--- config.mk ---
export PLATFORM = sky130hd
export DESIGN_NAME = user_obi_popcount_mgr
export DESIGN_NICKNAME = d
export VERILOG_FILES = /design/src/rtl/user_obi_popcount_mgr.sv
export SDC_FILE = /design/constraint.sdc
export NUM_CORES = 1
export LEC_CHECK = 0
export BUFFER_PORTS_ARGS = -buffer_cell sky130_fd_sc_hd__buf_2
export CORE_MARGIN = 2
export CORE_UTILIZATION = 35
export CTS_BUF_LIST = sky130_fd_sc_hd__clkbuf_4 sky130_fd_sc_hd__clkbuf_8 sky130_fd_sc_hd__clkbuf_16
export DETAILED_ROUTE_END_ITERATION = 12
export GPL_ROUTABILITY_DRIVEN = 1
export HOLD_SLACK_MARGIN = 0.05
export PLACE_DENSITY = 0.55
export SLEW_MARGIN = 20
export SYNTH_ARGS = -nofsm -noshare
export SYNTH_HDL_FRONTEND = slang
export SYNTH_SLANG_ARGS = --single-unit
--- constraint.sdc ---
create_clock -name clk_i -period 5.9 [get_ports clk_i]
set_input_delay 0.59 -clock clk_i [delete_from_list [all_inputs] [get_ports clk_i]]
set_output_delay 0.59 -clock clk_i [all_outputs]
set_load 0.02 [all_outputs]
--- src/rtl/user_obi_popcount_mgr.sv ---
// ---------------------------------------------------------------------------
// obi_pkg: minimal OBI configuration and channel types for the user domain.
//
// user_obi_popcount_mgr: OBI manager that reads num_words_i consecutive
// 32-bit words starting at src_addr_i, sums the number of set bits across
// all of them, then writes the 32-bit total to dst_addr_i and pulses done_o.
//
// Ports:
//   clk_i        clock
//   rst_ni       asynchronous active-low reset
//   start_i      start pulse, only sampled while idle
//   src_addr_i   first read address (bits [1:0] forced to zero)
//   dst_addr_i   result write address (bits [1:0] forced to zero)
//   num_words_i  number of words to read, zero allowed
//   busy_o       run in progress
//   done_o       one-cycle completion pulse
//   err_o        error flag of the last run, held until the next start
//   result_o     popcount of the last run, held until the next start
//   obi_req_o    OBI manager request (a channel, req, rready)
//   obi_rsp_i    OBI manager response (gnt, rvalid, r channel)
// ---------------------------------------------------------------------------
package obi_pkg;

    typedef struct packed {
        int unsigned AddrWidth;
        int unsigned DataWidth;
        int unsigned IdWidth;
        bit          UseRReady;
    } obi_cfg_t;

    localparam obi_cfg_t ObiDefaultConfig = '{
        AddrWidth: 32'd32,
        DataWidth: 32'd32,
        IdWidth:   32'd1,
        UseRReady: 1'b1
    };

    typedef struct packed {
        logic [31:0] addr;
        logic        we;
        logic [3:0]  be;
        logic [31:0] wdata;
        logic [0:0]  aid;
        logic [0:0]  a_optional;
    } obi_a_chan_t;

    typedef struct packed {
        obi_a_chan_t a;
        logic        req;
        logic        rready;
    } obi_req_t;

    typedef struct packed {
        logic [31:0] rdata;
        logic [0:0]  rid;
        logic        err;
        logic [0:0]  r_optional;
    } obi_r_chan_t;

    typedef struct packed {
        logic        gnt;
        logic        rvalid;
        obi_r_chan_t r;
    } obi_rsp_t;

endpackage

module user_obi_popcount_mgr #(
    parameter obi_pkg::obi_cfg_t ObiCfg    = obi_pkg::ObiDefaultConfig,
    parameter type               obi_req_t = obi_pkg::obi_req_t,
    parameter type               obi_rsp_t = obi_pkg::obi_rsp_t,
    parameter int unsigned       LenWidth  = 16
) (
    input  logic                          clk_i,
    input  logic                          rst_ni,
    input  logic                          start_i,
    input  logic [ObiCfg.AddrWidth-1:0]   src_addr_i,
    input  logic [ObiCfg.AddrWidth-1:0]   dst_addr_i,
    input  logic [LenWidth-1:0]           num_words_i,
    output logic                          busy_o,
    output logic                          done_o,
    output logic                          err_o,
    output logic [31:0]                   result_o,
    output obi_req_t                      obi_req_o,
    input  obi_rsp_t                      obi_rsp_i
);

    localparam int unsigned AddrWidth = ObiCfg.AddrWidth;

    typedef enum logic [2:0] {
        IDLE    = 3'd0,
        RD_REQ  = 3'd1,
        RD_WAIT = 3'd2,
        WR_REQ  = 3'd3,
        WR_WAIT = 3'd4,
        DONE    = 3'd5
    } state_e;

    // Number of set bits in one data word (0..32).
    function automatic logic [5:0] popcount32(input logic [31:0] word);
        logic [5:0] cnt;
        cnt = 6'd0;
        for (int i = 0; i < 32; i++) begin
            cnt = cnt + {5'd0, word[i]};
        end
        return cnt;
    endfunction

    state_e                 state_r,  state_s;
    logic [AddrWidth-1:0]   addr_r,   addr_s;
    logic [AddrWidth-1:0]   dst_r,    dst_s;
    logic [LenWidth-1:0]    rem_r,    rem_s;
    logic [31:0]            acc_r,    acc_s;
    logic                   err_r,    err_s;
    logic [31:0]            result_r, result_s;
    logic                   busy_r,   busy_s;
    logic                   done_r,   done_s;
    logic                   req_r,    req_s;
    logic                   we_r,     we_s;
    logic [AddrWidth-1:0]   a_addr_r, a_addr_s;
    logic [31:0]            wdata_r,  wdata_s;
    logic [5:0]             pc_s;

    // Response fields and address LSBs that this manager never looks at.
    logic unused_s;
    assign unused_s = ^{obi_rsp_i.r.rid, obi_rsp_i.r.r_optional,
                        src_addr_i[1:0], dst_addr_i[1:0]};

    // Popcount of the word currently on the response channel.
    always_comb begin
        pc_s = popcount32(obi_rsp_i.r.rdata);
    end

    // Next-state and datapath update logic.
    always_comb begin
        state_s  = state_r;
        addr_s   = addr_r;
        dst_s    = dst_r;
        rem_s    = rem_r;
        acc_s    = acc_r;
        err_s    = err_r;
        result_s = result_r;
        case (state_r)
            IDLE: begin
                if (start_i) begin
                    addr_s   = {src_addr_i[AddrWidth-1:2], 2'b00};
                    dst_s    = {dst_addr_i[AddrWidth-1:2], 2'b00};
                    rem_s    = num_words_i;
                    acc_s    = 32'd0;
                    err_s    = 1'b0;
                    result_s = 32'd0;
                    if (num_words_i == {LenWidth{1'b0}}) begin
                        state_s = WR_REQ;
                    end else begin
                        state_s = RD_REQ;
                    end
                end else begin
                    state_s = IDLE;
                end
            end
            RD_REQ: begin
                if (obi_rsp_i.gnt) begin
                    state_s = RD_WAIT;
                end else begin
                    state_s = RD_REQ;
                end
            end
            RD_WAIT: begin
                if (obi_rsp_i.rvalid) begin
                    if (obi_rsp_i.r.err) begin
                        // Abort: remaining reads and the write are skipped.
                        err_s   = 1'b1;
                        state_s = DONE;
                    end else begin
                        acc_s  = acc_r + {26'd0, pc_s};
                        addr_s = addr_r + AddrWidth'(3'd4);
                        rem_s  = rem_r - LenWidth'(1'b1);
                        if (rem_r == LenWidth'(1'b1)) begin
                            // result_o captures the total on entry to WR_REQ
                            // so it survives an erroring write.
                            result_s = acc_s;
                            state_s  = WR_REQ;
                        end else begin
                            state_s = RD_REQ;
                        end
                    end
                end else begin
                    state_s = RD_WAIT;
                end
            end
            WR_REQ: begin
                if (obi_rsp_i.gnt) begin
                    state_s = WR_WAIT;
                end else begin
                    state_s = WR_REQ;
                end
            end
            WR_WAIT: begin
                if (obi_rsp_i.rvalid) begin
                    err_s   = obi_rsp_i.r.err;
                    state_s = DONE;
                end else begin
                    state_s = WR_WAIT;
                end
            end
            DONE: begin
                state_s = IDLE;
            end
            default: begin
                state_s = IDLE;
            end
        endcase
    end

    // Output and a-channel values decoded from the next state so that every
    // output comes straight from a flop and lines up with the state register.
    always_comb begin
        req_s    = 1'b0;
        we_s     = 1'b0;
        busy_s   = 1'b0;
        done_s   = 1'b0;
        a_addr_s = addr_s;
        wdata_s  = 32'd0;
        case (state_s)
            IDLE: begin
                busy_s = 1'b0;
            end
            RD_REQ: begin
                req_s  = 1'b1;
                busy_s = 1'b1;
            end
            RD_WAIT: begin
                busy_s = 1'b1;
            end
            WR_REQ: begin
                req_s    = 1'b1;
                we_s     = 1'b1;
                busy_s   = 1'b1;
                a_addr_s = dst_s;
                wdata_s  = acc_s;
            end
            WR_WAIT: begin
                we_s     = 1'b1;
                busy_s   = 1'b1;
                a_addr_s = dst_s;
                wdata_s  = acc_s;
            end
            DONE: begin
                done_s = 1'b1;
            end
            default: begin
                busy_s = 1'b0;
            end
        endcase
    end

    // State, datapath and output registers.
    always_ff @(posedge clk_i or negedge rst_ni) begin
        if (!rst_ni) begin
            state_r  <= IDLE;
            addr_r   <= {AddrWidth{1'b0}};
            dst_r    <= {AddrWidth{1'b0}};
            rem_r    <= {LenWidth{1'b0}};
            acc_r    <= 32'd0;
            err_r    <= 1'b0;
            result_r <= 32'd0;
            busy_r   <= 1'b0;
            done_r   <= 1'b0;
            req_r    <= 1'b0;
            we_r     <= 1'b0;
            a_addr_r <= {AddrWidth{1'b0}};
            wdata_r  <= 32'd0;
        end else begin
            state_r  <= state_s;
            addr_r   <= addr_s;
            dst_r    <= dst_s;
            rem_r    <= rem_s;
            acc_r    <= acc_s;
            err_r    <= err_s;
            result_r <= result_s;
            busy_r   <= busy_s;
            done_r   <= done_s;
            req_r    <= req_s;
            we_r     <= we_s;
            a_addr_r <= a_addr_s;
            wdata_r  <= wdata_s;
        end
    end

    // Drive the OBI request: rready tied high, unused optional fields zero.
    always_comb begin
        obi_req_o              = '0;
        obi_req_o.req          = req_r;
        obi_req_o.rready       = 1'b1;
        obi_req_o.a.addr       = a_addr_r;
        obi_req_o.a.we         = we_r;
        obi_req_o.a.be         = 4'hF;
        obi_req_o.a.wdata      = wdata_r;
        obi_req_o.a.aid        = '0;
        obi_req_o.a.a_optional = '0;
    end

    assign busy_o   = busy_r;
    assign done_o   = done_r;
    assign err_o    = err_r;
    assign result_o = result_r;

endmodule

==> metrics.txt <==
DR iter-0 viols=between 400 and 500; status=completed; Inst Count DP=between 1.5k and 2k; clock skew=0.01015 ns; CP Data Required Time=6.31 ns; CP top delay family=adder cells; Syn Std Cell Area=11230 um^2; antenna-violating nets left=0; master of the slowest instance on the critical path=fa_1; DRC=0; main flop type after synthesis=dfrtp_1; Yosys cell types=72; register bit total from synthesis=216; Ports=228; GPL Wtd Cong=~0.8; Leakage=0.006634 uW; worst-path maximum fanout=4; CORE AREA=31560 um^2; Syn Area/Cell=9.652 um^2; peak supply drop=413.1 uV; vias per cell=5.077; Max Freq=181.8 MHz; Pwr per Cell Area=493.7 nW/um^2; crit start category=input pin; grt total ovfl=0; CTS Buf Count=24; PortBufs=214; Post-Synthesis Cells=roughly 1.2k; FF-to-FF End=wdata_r[10]$_DFF_PN0_; unrepaired setup endpoints after global routing=false; crit path cell chain=buf_2, fa_1, inv_1, fa_1, fa_1, fa_1, fa_1, fa_1, fa_1, fa_1, nor2b_1, o211ai_1, buf_4, a211oi_1, o21ai_0, a22o_1, and2_1; sequential fraction of the synthesis area=48.11%; final core utilization=43.17%; CTS H-tree lvls=1; layout cells sized above 1=23.34%; R2R cell count=15; initial core utilization=35.60%; critical path type=input pin to flop; DIE HEIGHT=183.2 um; CP bufs+invs=3; maxcap violations=0; Root Driver=clkbuf_16; Hold Vio Cnt, Final=0; clk_lat worst skew=0.52 ns; reg-to-reg critical path startpoint=acc_r[0]$_DFF_PN0_; most frequent CP cell=fa_1; initial antenna violation count=10; Final period util=93.24%; Least-Margin Pin Slew=1.065 ns; Design Area, Final=~14000 um^2; Area after DPL=12780 um^2; Ys Warns=0; pin count of the biggest net entering global routing=117; Slew Viols, Final=0; cts hold-fix bufs=0; Slowest Stage Delay on Critical Path=0.56 ns; # rows=65; Hold WC Path Type=input pin to asynchronous set/reset pin; Setup Buffers After CTS=0; DP HPWL=roughly 21 mm; vias in the first global route=8857; Num Clock Sinks=approximately 220; vias=just over 9k; Die X=183.2 um; Place WS=-0.1475 ns; WL final=approximately 30 mm; CTS tree=done; first-pass GRT wire length=~48 mm; Die Area=33550 um^2; reg2reg setup slack=0.72 ns; EDFF count, synth=0; CTS clk-pin slew, worst paths=0.06 ns; setup ws final=about 0.4 ns; minimum clock period=around 5.5 ns; final cell count without fillers=1789; Longest Clk Path Bufs=3; drt wl/cell=16.88 um; Critical Path AT=5.91 ns; ys async rst share=100.0%; # nets final=~1.5k; # setup viols final=0; type of element capturing the critical path=flop; Global Route Usage Sum=17.95%; area grow syn2layout=21.26%; Initial DRT Pass Iterations=5; Slew headroom=28.33%; Resize count post-CTS=0
-- cell type report --
class                   instances  area [um^2]
fillers                      3138        17930
diodes                          3        7.507
well taps                     402        503.0
inverters                      59        226.5
multi-input cells             816         5278
repair buffers                250         1364
flip-flops and latches        216         5405
clock buffers                  32        696.9
clock inverters                11        142.6
-- worst max path at each step --
stage                       from                        to  slack [ns]  depth (start not counted)
floorplan           obi_rsp_i[3]  result_o[30]$_DFFE_PN0P_        0.09                         16
global placement    obi_rsp_i[3]     wdata_r[10]$_DFF_PN0_       -0.12                         17
detailed placement  obi_rsp_i[3]     wdata_r[10]$_DFF_PN0_       -0.15                         17
CTS                 obi_rsp_i[3]     wdata_r[10]$_DFF_PN0_        0.37                         17
global route        obi_rsp_i[3]     wdata_r[26]$_DFF_PN0_        0.14                         17
finish              obi_rsp_i[3]     wdata_r[10]$_DFF_PN0_        0.40                         17
-- per-layer routing --
metal  part of all wire [%]  GRT usage (%)  up-vias
met5                   0.21              0        -
met4                    1.2          3.072       10
met3                    6.8          4.567       43
met2                     45          27.94      241
met1                     46          25.61     4315
li1                       -              -     4474
-- through the flow --
step	hold slack [ns]	TNS (ns)	total power [uW]
global placement	0.4496	-0.8641	5171
finish	0.1678	0	6726
detailed placement	0.4539	-1.573	5194
CTS	0.1954	0	6831
global route	0.2366	0	7276
floorplan	0.2944	0	4277
-- cells in the mapped netlist (all sizes together), types with 4 or more instances --
master | count | area, um^2
ha | 18 | 225.2
a22oi | 10 | 75.07
a211oi | 9 | 67.56
o21a | 5 | 37.54
mux2i | 8 | 80.08
and3 | 14 | 87.58
dfrtp | 216 | 5405
nand2b | 9 | 56.30
inv | 58 | 217.7
a221o | 11 | 110.1
nand2 | 202 | 758.2
nor2 | 49 | 183.9
nor3 | 24 | 125.1
fa | 26 | 520.5
o21ai | 65 | 325.3
or3 | 12 | 75.07
and4 | 5 | 43.79
o31ai | 17 | 127.6
nand3 | 48 | 240.2
xnor2 | 18 | 157.7
and2 | 19 | 118.9
a21o | 4 | 30.03
clkbuf | 61 | 229.0
or4 | 4 | 33.78
or2 | 5 | 31.28
a21oi | 60 | 300.3
a311oi | 5 | 43.79
o211ai | 15 | 112.6
nor4 | 14 | 100.1
nand4 | 16 | 100.1
a31oi | 15 | 93.84
nor2b | 9 | 56.30
xor2 | 19 | 166.4
mux2 | 33 | 375.3
buf | 17 | 142.6
-- logic make-up after synthesis --
logic type	after synthesis	synth area share, %
and+or+nand+nor	442	18.86
AOI/OAI and AO/OA	245	14.07
other	2	0.06685
muxes	41	4.054
DFF	216	48.11
xor gates and xnor gates	37	2.885
adders and majority gates	44	6.638
buffers and inverters	137	5.324
-- cell usage in the layout, fill, tap and decap left out, types with 4 or more instances in the layout --
master	netlist	final
a31oi_1	15	15
o21a_1	5	5
a211oi_1	9	9
nand2_1	202	201
nor2b_1	9	9
a21oi_1	60	59
a22oi_1	10	10
and3_1	14	14
clkbuf_16	0	25
buf_4	10	35
dfrtp_1	216	216
and2_1	19	19
conb_1	2	7
o21ai_0	64	63
fa_1	26	26
nand4_1	16	16
nor4_1	12	12
clkbuf_4	0	4
a221o_1	11	11
ha_1	18	18
a311oi_1	5	5
nor3_1	23	23
nor2_1	49	48
mux2_1	26	26
o31ai_1	17	17
clkinv_2	0	4
or2_2	5	5
o211ai_1	15	15
mux2_2	6	6
mux2i_1	8	8
nand3_1	48	48
or3_1	12	11
xnor2_1	18	18
inv_1	58	58
a21o_1	4	4
buf_2	1	213
and4_1	5	5
nand2b_1	9	8
xor2_1	19	19
-- power by group --
group | switching [uW] | internal [uW]
combinational | 1880 | 1110
clock | 615 | 963
sequential | 281 | 1890
total | 2770 | 3960
-- flip-flops by register name (all words and copies together), names as in the netlist --
| register | count |
|---|---|
| dst_r | 32 |
| addr_r | 32 |
| req_r | 1 |
| err_o | 1 |
| done_o | 1 |
| we_r | 1 |
| busy_o | 1 |
| state_r | 3 |
| wdata_r | 32 |
| a_addr_r | 32 |
| acc_r | 32 |
| rem_r | 16 |
| result_o | 32 |
Power figures use the tool's default switching activity.
